<file path="src/rtl/multicycle_sequencer_pkg.sv">
// Shared encodings for the multi-cycle sequencer: FSM states, instruction fields,
// branch conditions, ALU op codes, flag bit positions and one-hot phase codes.
package multicycle_sequencer_pkg;

  typedef enum logic [2:0] {
    ST_IDLE, ST_FETCH, ST_DECODE, ST_EXEC, ST_MEM, ST_WB, ST_HALT
  } state_t;

  // Instruction class, IR[15:14]
  localparam logic [1:0] CLS_LD  = 2'b00;
  localparam logic [1:0] CLS_ST  = 2'b01;
  localparam logic [1:0] CLS_BR  = 2'b10;
  localparam logic [1:0] CLS_ALU = 2'b11;

  // Class-10 sub-op, IR[13:11]
  localparam logic [2:0] BR_LI = 3'b000;
  localparam logic [2:0] BR_B  = 3'b100;
  localparam logic [2:0] BR_CC = 3'b111;

  // Conditional branch codes, IR[10:8]
  localparam logic [2:0] CC_BE  = 3'b000;
  localparam logic [2:0] CC_BLT = 3'b001;
  localparam logic [2:0] CC_BLE = 3'b010;
  localparam logic [2:0] CC_BNE = 3'b011;

  // ALU-class op codes, IR[7:4]; 1000-1011 are shifts
  localparam logic [3:0] OP_ADD  = 4'h0;
  localparam logic [3:0] OP_SUB  = 4'h1;
  localparam logic [3:0] OP_CMP  = 4'h5;
  localparam logic [3:0] OP_IDT  = 4'hC;
  localparam logic [3:0] OP_OUT  = 4'hD;
  localparam logic [3:0] OP_HALT = 4'hF;

  // aluFlags = {V,C,Z,S}
  localparam int FLAG_S = 0;
  localparam int FLAG_Z = 1;
  localparam int FLAG_C = 2;
  localparam int FLAG_V = 3;

  localparam logic [4:0] PH_NONE   = 5'b00000;
  localparam logic [4:0] PH_FETCH  = 5'b00001;
  localparam logic [4:0] PH_DECODE = 5'b00010;
  localparam logic [4:0] PH_EXEC   = 5'b00100;
  localparam logic [4:0] PH_MEM    = 5'b01000;
  localparam logic [4:0] PH_WB     = 5'b10000;

  function automatic logic is_shift(input logic [3:0] op);
    return op[3:2] == 2'b10;
  endfunction

endpackage

</file>
<file path="src/rtl/multicycle_sequencer_if.sv">
// Memory port of the sequencer: request/ack handshake with address, write strobe and data.
interface multicycle_sequencer_if #(
  parameter int DATA_W = 16,
  parameter int ADDR_W = 16
);
  logic [ADDR_W-1:0] memAddr;
  logic              memReq;
  logic              memWe;
  logic [DATA_W-1:0] memWData;
  logic [DATA_W-1:0] memRData;
  logic              memAck;

  modport master (output memAddr, memReq, memWe, memWData, input memRData, memAck);
  modport slave  (input memAddr, memReq, memWe, memWData, output memRData, memAck);
endinterface

</file>
<file path="src/rtl/multicycle_sequencer_regfile.sv">
// General register file: NREG x DATA_W, two asynchronous read ports, one write port.
// Register fields are 3 bits wide; bits above the index width are ignored.
module seq_regfile #(
  parameter int DATA_W = 16,
  parameter int NREG   = 8
) (
  input  logic              clock,
  input  logic              resetN,
  input  logic [2:0]        i_raddr_a,
  input  logic [2:0]        i_raddr_b,
  input  logic              i_we,
  input  logic [2:0]        i_waddr,
  input  logic [DATA_W-1:0] i_wdata,
  output logic [DATA_W-1:0] o_rdata_a,
  output logic [DATA_W-1:0] o_rdata_b
);
  localparam int IDX_W = (NREG > 1) ? $clog2(NREG) : 1;

  logic [DATA_W-1:0] r_regs [NREG];
  logic [IDX_W-1:0]  w_ia, w_ib, w_iw;

  assign w_ia = i_raddr_a[IDX_W-1:0];
  assign w_ib = i_raddr_b[IDX_W-1:0];
  assign w_iw = i_waddr[IDX_W-1:0];

  always_ff @(posedge clock or negedge resetN) begin
    if (!resetN) begin
      for (int i = 0; i < NREG; i++) r_regs[i] <= '0;
    end else if (i_we) begin
      r_regs[w_iw] <= i_wdata;
    end
  end

  assign o_rdata_a = r_regs[w_ia];
  assign o_rdata_b = r_regs[w_ib];
endmodule

</file>
<file path="src/rtl/multicycle_sequencer.sv">
// Five-phase multi-cycle CPU sequencer with stallable memory port and external ALU.
//   state    | meaning
//   IDLE     | stopped; exec starts a fetch
//   FETCH    | P1: read IR at PC, held until memAck
//   DECODE   | P2: latch AR/BR operands
//   EXEC     | P3: capture ALU result, OUT, or HALT
//   MEM      | P4: load/store access, one cycle pass-through otherwise
//   WB       | P5: flags, register writeback, branch
//   HALT     | terminal until reset
module multicycle_sequencer
  import multicycle_sequencer_pkg::*;
#(
  parameter int DATA_W = 16,
  parameter int NREG   = 8,
  parameter int ADDR_W = 16
) (
  input  logic                   clock,
  input  logic                   resetN,
  input  logic                   exec,
  input  logic                   stepMode,
  input  logic [DATA_W-1:0]      inData,
  multicycle_sequencer_if.master mem,
  output logic [3:0]             aluOp,
  output logic [DATA_W-1:0]      aluA,
  output logic [DATA_W-1:0]      aluB,
  input  logic [DATA_W-1:0]      aluOut,
  input  logic [3:0]             aluFlags,
  input  logic                   aluFlagsWe,
  output logic [DATA_W-1:0]      outResult,
  output logic [15:0]            outIR,
  output logic [ADDR_W-1:0]      outPC,
  output logic [4:0]             outPhase,
  output logic                   halted
);
  state_t            r_state, w_next;
  logic [ADDR_W-1:0] r_pc;
  logic [15:0]       r_ir;
  logic [DATA_W-1:0] r_ar, r_br, r_dr, r_mdr, r_result;
  logic [3:0]        r_flags;
  logic              r_pause;

  logic [1:0]        w_cls;
  logic [2:0]        w_ra, w_rb;
  logic [3:0]        w_op;
  logic [7:0]        w_imm;
  logic [DATA_W-1:0] w_sext, w_zext, w_rd_a, w_rd_b, w_wdata;
  logic [2:0]        w_waddr;
  logic              w_we, w_is_ld, w_is_st, w_is_out, w_is_halt, w_take, w_pause;

  assign w_cls     = r_ir[15:14];
  assign w_rb      = r_ir[13:11];
  assign w_ra      = r_ir[10:8];
  assign w_op      = r_ir[7:4];
  assign w_imm     = r_ir[7:0];
  assign w_sext    = {{(DATA_W-8){w_imm[7]}}, w_imm};
  assign w_zext    = {{(DATA_W-8){1'b0}}, w_imm};
  assign w_is_ld   = (w_cls == CLS_LD);
  assign w_is_st   = (w_cls == CLS_ST);
  assign w_is_out  = (w_cls == CLS_ALU) && (w_op == OP_OUT);
  assign w_is_halt = (w_cls == CLS_ALU) && (w_op == OP_HALT);
  assign w_pause   = r_pause | exec;

  seq_regfile #(.DATA_W(DATA_W), .NREG(NREG)) u_regfile (
    .clock     (clock),
    .resetN    (resetN),
    .i_raddr_a (w_ra),
    .i_raddr_b (w_rb),
    .i_we      (w_we),
    .i_waddr   (w_waddr),
    .i_wdata   (w_wdata),
    .o_rdata_a (w_rd_a),
    .o_rdata_b (w_rd_b)
  );

  always_ff @(posedge clock or negedge resetN) begin
    if (!resetN) r_state <= ST_IDLE;
    else         r_state <= w_next;
  end

  always_comb begin
    w_next = r_state;
    case (r_state)
      ST_IDLE:   if (exec) w_next = ST_FETCH;
      ST_FETCH:  if (mem.memAck) w_next = ST_DECODE;
      ST_DECODE: w_next = ST_EXEC;
      ST_EXEC:   w_next = w_is_halt ? ST_HALT : ST_MEM;
      ST_MEM:    if (!(w_is_ld || w_is_st) || mem.memAck) w_next = ST_WB;
      ST_WB:     w_next = (stepMode || w_pause) ? ST_IDLE : ST_FETCH;
      ST_HALT:   w_next = ST_HALT;
      default:   w_next = ST_IDLE;
    endcase
  end

  always_comb begin
    mem.memReq  = 1'b0;
    mem.memWe   = 1'b0;
    mem.memAddr = r_pc;
    outPhase    = PH_NONE;
    halted      = 1'b0;
    case (r_state)
      ST_FETCH: begin
        mem.memReq = 1'b1;
        outPhase   = PH_FETCH;
      end
      ST_DECODE: outPhase = PH_DECODE;
      ST_EXEC:   outPhase = PH_EXEC;
      ST_MEM: begin
        outPhase    = PH_MEM;
        mem.memAddr = ADDR_W'(r_dr);
        mem.memReq  = w_is_ld || w_is_st;
        mem.memWe   = w_is_st;
      end
      ST_WB:   outPhase = PH_WB;
      ST_HALT: halted = 1'b1;
      default: ;
    endcase
  end

  // Conditions use the flags left by the last flag-writing ALU op.
  always_comb begin
    w_take = 1'b0;
    if (w_cls == CLS_BR && w_rb == BR_B) begin
      w_take = 1'b1;
    end else if (w_cls == CLS_BR && w_rb == BR_CC) begin
      case (w_ra)
        CC_BE:   w_take = r_flags[FLAG_Z];
        CC_BLT:  w_take = r_flags[FLAG_S] ^ r_flags[FLAG_V];
        CC_BLE:  w_take = r_flags[FLAG_Z] | (r_flags[FLAG_S] ^ r_flags[FLAG_V]);
        CC_BNE:  w_take = !r_flags[FLAG_Z];
        default: w_take = 1'b0;
      endcase
    end
  end

  always_comb begin
    w_we    = 1'b0;
    w_waddr = w_ra;
    w_wdata = r_dr;
    if (r_state == ST_WB) begin
      case (w_cls)
        CLS_ALU: w_we = !(w_op == OP_CMP || w_op == OP_OUT);
        CLS_LD: begin
          w_we    = 1'b1;
          w_waddr = w_rb;
          w_wdata = r_mdr;
        end
        CLS_BR: if (w_rb == BR_LI) begin
          w_we    = 1'b1;
          w_wdata = w_zext;
        end
        default: ;
      endcase
    end
  end

  always_ff @(posedge clock or negedge resetN) begin
    if (!resetN)                               r_pause <= 1'b0;
    else if (w_next == ST_IDLE)                r_pause <= 1'b0;
    else if (exec && r_state != ST_IDLE
             && r_state != ST_HALT)            r_pause <= 1'b1;
  end

  always_ff @(posedge clock or negedge resetN) begin
    if (!resetN) begin
      r_pc     <= '0;
      r_ir     <= '0;
      r_ar     <= '0;
      r_br     <= '0;
      r_dr     <= '0;
      r_mdr    <= '0;
      r_result <= '0;
      r_flags  <= '0;
    end else begin
      case (r_state)
        ST_FETCH: if (mem.memAck) begin
          r_ir <= mem.memRData[15:0];
          r_pc <= r_pc + 1'b1;
        end
        ST_DECODE: begin
          r_ar <= w_rd_a;
          r_br <= w_rd_b;
          case (w_cls)
            CLS_ALU: begin
              if (w_op == OP_IDT)       r_br <= inData;
              else if (is_shift(w_op))  r_br <= w_zext;
            end
            CLS_BR: begin
              r_ar <= DATA_W'(r_pc);
              r_br <= w_sext;
            end
            default: r_br <= w_sext;
          endcase
        end
        ST_EXEC: begin
          if (w_is_out) r_result <= r_ar;
          else          r_dr     <= aluOut;
        end
        ST_MEM: if (w_is_ld && mem.memAck) r_mdr <= mem.memRData;
        ST_WB: begin
          if (w_cls == CLS_ALU && aluFlagsWe) r_flags <= aluFlags;
          if (w_take) r_pc <= ADDR_W'(r_dr);
        end
        default: ;
      endcase
    end
  end

  assign aluOp     = (w_cls == CLS_ALU) ? w_op : OP_ADD;
  assign aluA      = r_ar;
  assign aluB      = r_br;
  assign mem.memWData = w_rd_b;
  assign outResult = r_result;
  assign outIR     = r_ir;
  assign outPC     = r_pc;
endmodule

</file>
<file path="src/flat_wrapper.sv">
// flat-port wrapper written by rule: the top's interface ports become plain ports
module multicycle_sequencer_flat import multicycle_sequencer_pkg::*;
#(
  parameter int DATA_W = 16,
  parameter int NREG   = 8,
  parameter int ADDR_W = 16
)
  (clock, resetN, exec, stepMode, inData, aluOp, aluA, aluB, aluOut, aluFlags, aluFlagsWe, outResult, outIR, outPC, outPhase, halted, mem_memAddr, mem_memReq, mem_memWe, mem_memWData, mem_memRData, mem_memAck);
  multicycle_sequencer_if #(.DATA_W(DATA_W), .ADDR_W(ADDR_W)) mem_i ();
  input  logic clock;
  input  logic resetN;
  input  logic exec;
  input  logic stepMode;
  input  logic [DATA_W-1:0] inData;
  output logic [3:0] aluOp;
  output logic [DATA_W-1:0] aluA;
  output logic [DATA_W-1:0] aluB;
  input  logic [DATA_W-1:0] aluOut;
  input  logic [3:0] aluFlags;
  input  logic aluFlagsWe;
  output logic [DATA_W-1:0] outResult;
  output logic [15:0] outIR;
  output logic [ADDR_W-1:0] outPC;
  output logic [4:0] outPhase;
  output logic halted;
  output wire logic [$bits(mem_i.memAddr)-1:0] mem_memAddr;
  output wire logic [$bits(mem_i.memReq)-1:0] mem_memReq;
  output wire logic [$bits(mem_i.memWe)-1:0] mem_memWe;
  output wire logic [$bits(mem_i.memWData)-1:0] mem_memWData;
  input wire logic [$bits(mem_i.memRData)-1:0] mem_memRData;
  input wire logic [$bits(mem_i.memAck)-1:0] mem_memAck;
  assign mem_memAddr = mem_i.memAddr;
  assign mem_memReq = mem_i.memReq;
  assign mem_memWe = mem_i.memWe;
  assign mem_memWData = mem_i.memWData;
  assign mem_i.memRData = mem_memRData;
  assign mem_i.memAck = mem_memAck;
  multicycle_sequencer #(.DATA_W(DATA_W), .NREG(NREG), .ADDR_W(ADDR_W)) u_core (.clock(clock), .resetN(resetN), .exec(exec), .stepMode(stepMode), .inData(inData), .mem(mem_i), .aluOp(aluOp), .aluA(aluA), .aluB(aluB), .aluOut(aluOut), .aluFlags(aluFlags), .aluFlagsWe(aluFlagsWe), .outResult(outResult), .outIR(outIR), .outPC(outPC), .outPhase(outPhase), .halted(halted));
endmodule
</file>
<file path="config.mk">
export PLATFORM = sky130hd
export DESIGN_NAME = multicycle_sequencer_flat
export DESIGN_NICKNAME = d
export VERILOG_FILES = /design/src/rtl/multicycle_sequencer_pkg.sv /design/src/rtl/multicycle_sequencer_if.sv /design/src/rtl/multicycle_sequencer_regfile.sv /design/src/rtl/multicycle_sequencer.sv /design/src/flat_wrapper.sv
export SDC_FILE = /design/constraint.sdc
export NUM_CORES = 1
export LEC_CHECK = 0
export ABC_AREA = 1
export BUFFER_PORTS_ARGS = -buffer_cell sky130_fd_sc_hd__buf_2
export CELL_PAD_IN_SITES_DETAIL_PLACEMENT = 1
export CELL_PAD_IN_SITES_GLOBAL_PLACEMENT = 2
export CORE_ASPECT_RATIO = 0.9
export CORE_MARGIN = 3
export CORE_UTILIZATION = 35
export CTS_BUF_LIST = sky130_fd_sc_hd__clkbuf_16
export DETAILED_ROUTE_END_ITERATION = 10
export PLACE_DENSITY = 0.93
export SLEW_MARGIN = 20
export SYNTH_ARGS = -nofsm -noshare
export SYNTH_HDL_FRONTEND = slang
export SYNTH_SLANG_ARGS = --single-unit
</file>
<file path="constraint.sdc">
create_clock -name clock -period 4.3 [get_ports clock]
set_input_delay 1.075 -clock clock [delete_from_list [all_inputs] [get_ports clock]]
set_output_delay 1.075 -clock clock [all_outputs]
set_load 0.02 [all_outputs]
</file>
# Word level (Yosys, flattened, before mapping)
# Cells that the tools add are included.
classes:
  n_reduce_logical: 30
  eq_ne: 22
  bitwise_logic: 7
  magnitude_cmp: 4
  muxes: 41
  addsub: 1
op_table:
  columns: ["cell", "count"]
  rows:
  - ["two-way mux 16 bit", 14]
  - ["bitwise mux 128 bit", 1]
  - ["binary-select mux 16 bit (select 3 bit)", 2]
  - ["one-hot mux 16 bit (2 select lines)", 2]
  - ["demux 16 bit (select 3 bit)", 1]
  - ["one-hot mux 5 bit (5 select lines)", 1]
  - ["one-hot mux 3 bit (7 select lines)", 1]
  - ["adder 16 x 1 -> 16 bit, second input constant", 1]
  - ["equality test 3 bit, second input constant", 5]
  - ["two-way mux 3 bit", 5]
  - ["equality test 3 x 2 -> 1 bit, second input constant", 4]
  - ["equality test 4 bit, second input constant", 3]
  - ["greater-or-equal comparator 4 bit, second input constant", 3]
  - ["logical NOT 3 bit", 4]
  - ["inverter 3 -> 4 bit", 3]
  - ["AND reduction 2 bit", 5]
  - ["logical AND 1 bit", 9]
  - ["two-way mux 1 bit", 9]
  - ["equality test 2 bit, second input constant", 3]
  - ["equality test 3 x 1 -> 1 bit, second input constant", 2]
  - ["equality test 4 x 3 -> 1 bit, second input constant", 1]
  - ["logical OR 1 bit", 4]
  - ["< comparator 4 x 1 -> 1 bit, second input constant", 1]
  - ["two-way mux 4 bit", 1]
  - ["other kinds (16)", 20]
word_totals:
  ff_bits: 248
  output_inout_bits: 124
  in_bits: 58
  wordCells: 123

# Logic depth before layout (Yosys ltp)
# Gate-level depths: netlist of the first run.
depth:
  word_depth: 9
  mapped_depth: 12
  mapped_depth_nobuf: 11

# Hierarchy
# Synthesis of the first run repeated with hierarchy kept, for this count alone.
hier_totals:
  cells_unflattened: 1940
  hier_area_um2: 13614.3
modules_own_cells:
  columns: ["module", "instances", "cells_each", "area_each_um2"]
  rows:
  - ["seq_regfile", 1, 1165, 7489.7]
  - ["multicycle_sequencer", 1, 775, 6124.6]

# Least setup slack after synthesis of the first run
# OpenSTA, ideal clock, no wires.
synth_timing:
  path_type: "register to output"
  from: "reg u_core.r_ir[11], in the netlist u_core.outIR[11]"
  to: "out mem_memWData[6]"
  path_slack_ns: 1.520
  t_arrival_ns: 1.705
  path_stages_with_launch: 8
  path_cell_list: "dfrtp_1 > buf_2 > inv_2 > buf_2 > buf_1 > o21ai_0 > o211ai_1 > and2_1"
synth_via:
  elab_chain_len: 4
synth_rtl:
  columns: ["element", "line", "rtl"]
  rows:
  - ["from (decl)", "multicycle_sequencer.sv:37", "logic [15:0] r_ir;"]
  - ["from (signal assigned)", "multicycle_sequencer.sv:176", "r_ir <= mem.memRData[15:0];"]
  - ["inverter 3 -> 4 bit (implied by the code)", "multicycle_sequencer_regfile.sv:35", "assign o_rdata_b = r_regs[w_ib];"]
  - ["binary-select mux 16 bit (select 3 bit)", "multicycle_sequencer_regfile.sv:35", null]
  - ["two-way mux 16 bit (implied by the code) (2 in series)", "multicycle_sequencer_regfile.sv:35", null]
  - ["to (decl)", "flat_wrapper.sv:29", "output wire logic [$bits(mem_i.memWData)-1:0] mem_memWData;"]
# No other way between the ends. The select of a mux whose other input is x is not followed.

# Worst setup path in the final report of the first run
layout_timing:
  from: "reg u_core.r_ir[11], in the netlist u_core.outIR[11]"
  to: "out mem_memWData[14]"
# Same word-level chain as after synthesis.

==> results.cfg, run 1 <==
[outcome]
status = finished clean

[worst_setup_path]
regToRegStartpoint = u_core.r_state[0]
r2r_cells = 13
rrSetupSlack_ns = 1.02
worstSetupStartpointType = flop
path_class = reg -> out
crit_fanout = 69
reg2reg_to = u_core.u_regfile.r_regs[39]
cp.arrival_ns = 2.61
cp-end-kind = output port
crit_required_ns = 3.22

[finish]
final_common_cell = nand2_1
drive_gt1_share_pct = 15.3
fin_nets = 2104
synthToLayoutAreaGrowth_pct = 17.1
fin_util_pct = 42.1
layoutNonFillerInstCount = 2584
mostFrequentLayoutCells = nand2_1 (668), nand3_1 (263), dfrtp_1 (246)
design_area_um2 = 15900
antenna_cells = 0

[hold_path]
hold_depth = 2
min_path_type = reg -> reg
hold_start = u_core.u_regfile.r_regs[5]
hold_end = u_core.u_regfile.r_regs[5]

[detailed_routing]
wirelength_um = 55600
drtPass1Iterations = 5
vias = 14064
wl_per_cell_um = 21.5
antenna_left = 0
drt_iter0_markers = 1003
avgViaCountPerCell = 5.44
drc = 0

[place]
gp_congestion = 0.819
dpl-instance-area_um2 = 15000
io_buffers = 180
dp_cells = 2532
dpl.hpwl_um = 37700

[pwr]
switchingPower_uw = 6720
internal-power_uw = 6510
p_leak_uw = 0.00823
p_per_area_nw_per_um2 = 830
seqPwrFrac_pct = 31.0
ir_worst_vdd_v = 0.000372
p_clk_share_pct = 18.3
p_comb_share_pct = 50.7
p_sw_share_pct = 50.8

[timing]
max_freq_mhz = 271
finalSetupTns_ns = 0
grt_setup_unrepaired = false
worstMarginPinSlew_ns = 1.18
slew_violations = 0
min_period_ns = 3.69
setup_viol = 0
fin_skew_ns = 0.0159
maxSlewHeadroom_pct = 21.3
final_hold_viol_count = 0
finalCritPeriodShare_pct = 85.7
timing.hold.ws_ns = 0.472

[global_routing]
grt_overflow = 0
grt_max_degree = 100
antenna_found_initial = 1
grtUsageTotal_pct = 26.8
grt_pass1_vias = 14785
grt_first_pass_wirelength_um = 85700

[synth]
ys_types = 34
synth_edf_count = 0
syn_area_um2 = 13600
yosys_warnings = 0
async_reset_ff_share_pct = 100
yosysTopAreaCell = dfrtp_1
synth_top_area_share_pct = 45.4
ys_seq_area_share_pct = 45.4
syn_inst = 1903
synth_flop_cell = dfrtp_1
synth_seq_cells = 247
avgSynthCellArea_um2 = 7.15
synth_nets = 1962
ys_top_cells_by_area = dfrtp_1 (45%), nand2_1 (18%), nand3_1 (9.7%), inv_1 (4.7%), o21ai_0 (4.5%)

[floorplan]
num_io_pins = 182
initial_core_util_pct = 36.0
dieArea_um2 = 41300
die_h_um = 193
rows = 67
coreArea_um2 = 37800
die_w_um = 214

[clock_tree]
cts_max_level = 1
clk-insertion-delay-late_ns = 0.57
root_buffer = clkbuf_16
clock_sinks = 247
cts_buffers = 28
hold_buffers = 0
post_cts_buffers = 0
cts_resized = 0
cts_tree = built
clkSlewWorstSetupHoldPaths_ns = 0.06
clockBufferDepth = 3

[job]
drv_cap = 0
-- critical path, stage by stage (launching register included) --
cell     delay (ns)
dfrtp_2        0.42
inv_2          0.06
buf_4          0.67
nand2_1        0.15
nand2_1        0.13
nand2_1        0.07
nand3_1        0.12
and2_1         0.16
buf_2          0.17
-- worst max path at each step --
stage                                 start                           to
after floorplan            u_core.outIR[11]              mem_memWData[6]
after global placement    u_core.r_state[0]  u_core.u_regfile.r_regs[32]
after detailed placement  u_core.r_state[0]  u_core.u_regfile.r_regs[46]
after CTS                  u_core.outIR[11]              mem_memWData[3]
after global routing       u_core.outIR[11]              mem_memWData[6]
final                      u_core.outIR[11]             mem_memWData[14]
-- routing by layer --
metal | GRT usage (%) | wire length (um)
met1 | 37.1 | 24900
met2 | 42.3 | 24900
met3 | 4.74 | 3800
met4 | 9.30 | 2020
met5 | 0 | 0
-- synth_stat cells, types with 15 or more instances --
cell and n:
nand2_1 668, nand3_1 264, dfrtp_1 247, inv_1 172, o21ai_0 122, nor2_1 96
a21oi_1 89, clkbuf_1 59, buf_2 29, mux2_2 24, nand4_1 21, a22oi_1 18
and2_1 15
-- cell families (layout without fill, tap and decap cells) --
| logic type | after synthesis | count (layout) | share of synthesized area, % |
|---|---|---|---|
| AO/OA/AOI/OAI | 257 | 257 | 10.5 |
| XOR/XNOR | 1 | 1 | 0.0644 |
| adder cells (fa/ha/maj) | 1 | 1 | 0.0920 |
| buffers and inverters | 290 | 454 | 8.53 |
| flip-flops | 247 | 247 | 45.4 |
| multiplexers | 24 | 24 | 1.99 |
| AND/OR/NAND/NOR | 1083 | 1083 | 33.4 |
-- power by group through the flow --
stage,clock network (uW),registers [uW],logic (uW)
2_1_floorplan,0,4180,3860
3_5_place_dp,0,4110,6630
6_report,2420,4110,6700
4_1_cts,2440,4080,6680
3_3_place_gp,0,4070,6450
5_1_grt,2550,4210,7340
-- per-stage QoR --
| step | setup WS, ns | total power (uW) |
|---|---|---|
| after floorplan | 1.52 | 8030 |
| after global placement | 1.17 | 10500 |
| after detailed placement | 1.09 | 10700 |
| after CTS | 0.623 | 13200 |
| after global routing | 0.507 | 14100 |
| final | 0.615 | 13200 |
-- sequential cells by signal, summed over array words and instances (netlist names), 3 cells and up --
register                 count
u_core.outPC                16
u_core.aluA                 16
u_core.outResult            16
u_core.outIR                16
u_core.u_regfile.r_regs    128
u_core.r_flags               3
u_core.aluB                 16
u_core.r_dr                 16
u_core.r_mdr                16
u_core.r_state               3
-- final cells by class --
type / instances / area (um2)
Tap cell: 517 / 647
Clock buffer: 29 / 726
Timing Repair Buffer: 219 / 1220
Fill cell: 4841 / 21900
Inverter: 183 / 687
Multi-Input combinational cell: 1366 / 6290
Sequential cell: 247 / 6180
Clock inverter: 23 / 179
No activity file was read; power rests on OpenSTA's default activity.
==> run 2: changes to the inputs <==
Settings changed: ABC_AREA 1 to 0, PLACE_DENSITY 0.93 to 0.81, RECOVER_POWER from default to 50.
==> results.cfg, run 2 <==
[outcome]
status = finished, violations left
violations = capacitance limit, slew limit

[detailed_routing]
drtPass1Iterations = 5
avgViaCountPerCell = 5.73
drc = 0
vias = 9663
drt_iter0_markers = 632
wirelength_um = 42000
antenna_left = 0
wl_per_cell_um = 24.9

[timing]
max_freq_mhz = 259
maxSlewHeadroom_pct = -106
grt_setup_unrepaired = false
worstMarginPinSlew_ns = 3.09
finalSetupTns_ns = 0
min_period_ns = 3.86
fin_ws_ns = 0.441
final_hold_viol_count = 0
fin_skew_ns = 0.0248
timing.hold.ws_ns = 0.496
finalCritPeriodShare_pct = 89.7
setup_viol = 0
slew_violations = 118

[finish]
drive_gt1_share_pct = 43.9
synthToLayoutAreaGrowth_pct = 17.5
fin_util_pct = 41.9
regMostFlops = u_core.u_regfile.r_regs
fin_nets = 1251
largest_reg_flops = 128
n_fill_cell = 3866
mostFrequentLayoutCells = dfrtp_1 (244), mux2_2 (229), buf_2 (156)
final_common_cell = dfrtp_1

[global_routing]
grt_overflow = 0
grt_pass1_vias = 10191
grt_max_degree = 120
grt_first_pass_wirelength_um = 64200
antenna_found_initial = 2
grtUsageTotal_pct = 20.8

[floorplan]
die_w_um = 209
initial_core_util_pct = 35.7
die_h_um = 188
rows = 66
num_io_pins = 182
coreArea_um2 = 36300
dieArea_um2 = 39300

[place]
io_buffers = 180
dpl.hpwl_um = 28700
place_ws_ns = 0.970
gp_congestion = 0.882

[synth]
yosysTopAreaCell = dfrtp_1
async_reset_ff_share_pct = 100
synthTopCellsByCount = dfrtp_1 (247), mux2_2 (229), nand2_1 (74)
syn_inst = 1028
avgSynthCellArea_um2 = 12.6
synth_top_area_share_pct = 47.8
syn_area_um2 = 12900
synth_flop_cell = dfrtp_1
synth_edf_count = 0
synth_seq_cells = 247
synth_nets = 1087
yosys_warnings = 0
synth.most_common_cell = dfrtp_1
ys_types = 67
ys_seq_area_share_pct = 47.8
ys_top_cells_by_area = dfrtp_1 (48%), mux2_2 (20%), mux4_2 (8.7%), nand2_1 (2.1%), mux2i_1 (2.0%)

[pwr]
p_leak_uw = 0.00719
total_power_uw = 11700
p_per_area_nw_per_um2 = 768
ir_worst_vdd_v = 0.000431

[hold_path]
min_path_type = reg -> reg
hold_start = u_core.aluB[2]

[worst_setup_path]
crit_fanout = 22
reg2reg_to = u_core.u_regfile.r_regs[54]
endpoint = mem_memWData[13]
rrSetupSlack_ns = 0.64
regToRegStartpoint = u_core.r_state[2]
worstSetupStartpointType = flop
cp.arrival_ns = 2.78
r2r_cells = 7
cp-end-kind = output port
path_class = reg -> out
crit_start = u_core.outIR[11]
crit_required_ns = 3.22

[job]
drv_cap = 1

[clock_tree]
clockBufferDepth = 3
post_cts_buffers = 0
clkSlewWorstSetupHoldPaths_ns = 0.06
cts_max_level = 1
hold_buffers = 0
cts_buffers = 27
cts_tree = built
cts_resized = 0
root_buffer = clkbuf_16
clk-insertion-delay-late_ns = 0.56
clock_sinks = 247
## run 2: cell types whose count changed in the layout (fill, tap and decap cells not counted), moves of 50 or more
cell     before  now
a21oi_1      89   23
mux4_2        0   50
o21ai_0     122   48
inv_1       182   10
nor2_1       91   23
nand3_1     263   28
mux2_2       24  229
nand2_1     668   75
## run 2: kinds of logic after synthesis
kind of cell / share of synthesized area [%]
compound gates: 9.56
xor+xnor: 0.0678
fa+ha+maj: 0.0968
buf+inv: 3.24
flops: 47.8
mux: 31.7
simple gates: 7.47
## run 2: worst min path at each step
stage               slack, ns  cells after the start                   end
finish                   0.50                      2        u_core.aluB[2]
global route             0.52                      1  u_core.outResult[12]
CTS                      0.50                      2        u_core.aluB[2]
detailed placement       0.48                      2        u_core.aluB[4]
global placement         0.47                      2        u_core.aluB[1]
floorplan                0.46                      1        u_core.r_pause
## run 2: cell type report
cell class | count | area [um2] | area share [%]
inverter | 7 | 28.8 | 0.189
clock buffer | 27 | 676 | 4.45
tap | 476 | 596 | 3.92
multi-input combinational | 698 | 6330 | 41.7
timing repair buffer | 211 | 1130 | 7.47
sequential | 247 | 6180 | 40.7
clock inverter | 20 | 241 | 1.59
antenna | 1 | 2.50 | 0.0165
## run 2: power by group
group	switching, uW	leakage, uW	internal, uW
Combinational	2820	0.00348	2170
Sequential	1140	0.00324	3110
Clock	991	0.000462	1440
## run 2: metal layers
metal  GRT usage [%]  part of all wire, %  vias up
met1            29.5                   45     5076
met2            33.7                   47      314
met5               0                0.029        -
met4            3.89                  1.7        2
li1                -                    -     4217
met3            4.20                  6.4       54
## run 2: critical path: stages (launching register included)
cell and delay [ns]:
dfrtp_2 0.94, buf_12 0.26, mux4_2 0.51, mux2_2 0.33, buf_2 0.17
## run 2: stage by stage
| stage | area (um2) | cells |
|---|---|---|
| floorplan | 12900 | 1028 |
| global placement | 14300 | 1639 |
| detailed placement | 14300 | 1639 |
| CTS | 15300 | 1686 |
| global route | 15200 | 1686 |
| finish | 15200 | 1687 |
==> run 3: changes to the inputs <==
Settings changed: CELL_PAD_IN_SITES_DETAIL_PLACEMENT 1 to default, CELL_PAD_IN_SITES_GLOBAL_PLACEMENT 2 to default, PLACE_DENSITY 0.81 to 0.61.
==> results.cfg, run 3 (synthesized netlist as in run 2, its figures left out) <==
[clock_tree]
root_buffer = clkbuf_16
cts_max_level = 1
clock_sinks = 247
post_cts_buffers = 0
hold_buffers = 0
cts_resized = 0
clk-insertion-delay-late_ns = 0.55
cts_tree = built
clockBufferDepth = 3
clkSlewWorstSetupHoldPaths_ns = 0.06
cts_buffers = 26

[place]
dpl.hpwl_um = 26600
dpl-instance-area_um2 = 14300
gp_congestion = 0.876
io_buffers = 180

[detailed_routing]
wl_per_cell_um = 22.8
drtPass1Iterations = 5
drc = 0
vias = 9598
avgViaCountPerCell = 5.68
wirelength_um = 38500
drt_iter0_markers = 722
antenna_left = 0

[timing]
fin_skew_ns = 0.0200
setup_viol = 0
finalCritPeriodShare_pct = 91.3
final_hold_viol_count = 0
worstMarginPinSlew_ns = 2.30
max_freq_mhz = 255
grt_setup_unrepaired = false
finalSetupTns_ns = 0
maxSlewHeadroom_pct = -53.0
min_period_ns = 3.93
slew_violations = 88

[global_routing]
grt_first_pass_wirelength_um = 59000
antenna_found_initial = 1
grtUsageTotal_pct = 19.1
grt_pass1_vias = 9630
grt_max_degree = 89
grt_overflow = 0

[worst_setup_path]
cp-end-kind = output port
crit_fanout = 23
worstSetupStartpointType = flop
cp.arrival_ns = 2.85
crit_required_ns = 3.22
path_class = reg -> out

[floorplan]
num_io_pins = 182
coreArea_um2 = 36300
dieArea_um2 = 39300
initial_core_util_pct = 35.7
die_w_um = 209
die_h_um = 188
rows = 66

[finish]
fin_nets = 1254
drive_gt1_share_pct = 42.1
mostFrequentLayoutCells = dfrtp_1 (243), mux2_2 (229), buf_2 (140)
n_fill_cell = 3443
largest_reg_flops = 128
synthToLayoutAreaGrowth_pct = 16.8
final_common_cell = dfrtp_1
design_area_um2 = 15100
regMostFlops = u_core.u_regfile.r_regs

[job]
drv_cap = 1

[pwr]
p_leak_uw = 0.00711
total_power_uw = 11400
ir_worst_vdd_v = 0.000393
p_per_area_nw_per_um2 = 753

[outcome]
status = finished, violations left
violations = capacitance limit, slew limit

[hold_path]
min_path_type = reg -> reg
## run 3: critical path, stage by stage (launching register included)
cell and delay, ns:
dfrtp_2 0.87, buf_4 0.38, mux4_2 0.53, mux2_2 0.34, buf_2 0.18
## run 3: final cells by class
class | count | area (um2) | share of cell area [%]
multi-input cells | 698 | 6330 | 41.9
flip-flops and latches | 247 | 6190 | 41.0
repair buffers | 215 | 1120 | 7.39
clock buffers | 26 | 651 | 4.31
well taps | 476 | 596 | 3.94
clock inverters | 20 | 196 | 1.30
inverters | 7 | 28.8 | 0.191
diodes | 1 | 2.50 | 0.0166
## run 3: worst paths after layout
check | slack (ns) | cells after the start | from | end
min in group asynchronous | 1.18 | 1 | resetN | u_core.aluB[11]
max reg2reg | 0.74 | 7 | u_core.r_state[1] | u_core.u_regfile.r_regs[52]
min | 0.49 | 2 | u_core.aluB[3] | u_core.aluB[3]
min reg2reg | 0.49 | 2 | u_core.aluB[3] | u_core.aluB[3]
max | 0.37 | 4 | u_core.outIR[11] | mem_memWData[14]
max in group asynchronous | 0.93 | 2 | resetN | u_core.outIR[8]
## run 3: where the power goes
group          internal, uW  switching [uW]
combinational          2130            2750
sequential             3110            1120
clock                  1330             931
total                  6570            4800
## run 3: layer usage
layer  part of all wire (%)  track usage (%)  routed length, um
met1                     45             28.2              17300
met5                  0.049                0                 19
met3                    8.8             4.79               3400
met4                    2.1             3.84                797
met2                     44             28.8              16900
## run 3: through the flow
stage / util (%) / hold slack (ns) / std cells / setup WS [ns]
after floorplan: - / 0.465 / 1028 / 1.39
after global placement: 39.6 / 0.469 / 1643 / 0.946
after detailed placement: 39.6 / 0.472 / 1643 / 0.923
after CTS: 41.9 / 0.492 / 1689 / 0.330
after global routing: 41.7 / 0.520 / 1689 / 0.243
final: 41.7 / 0.491 / 1690 / 0.372
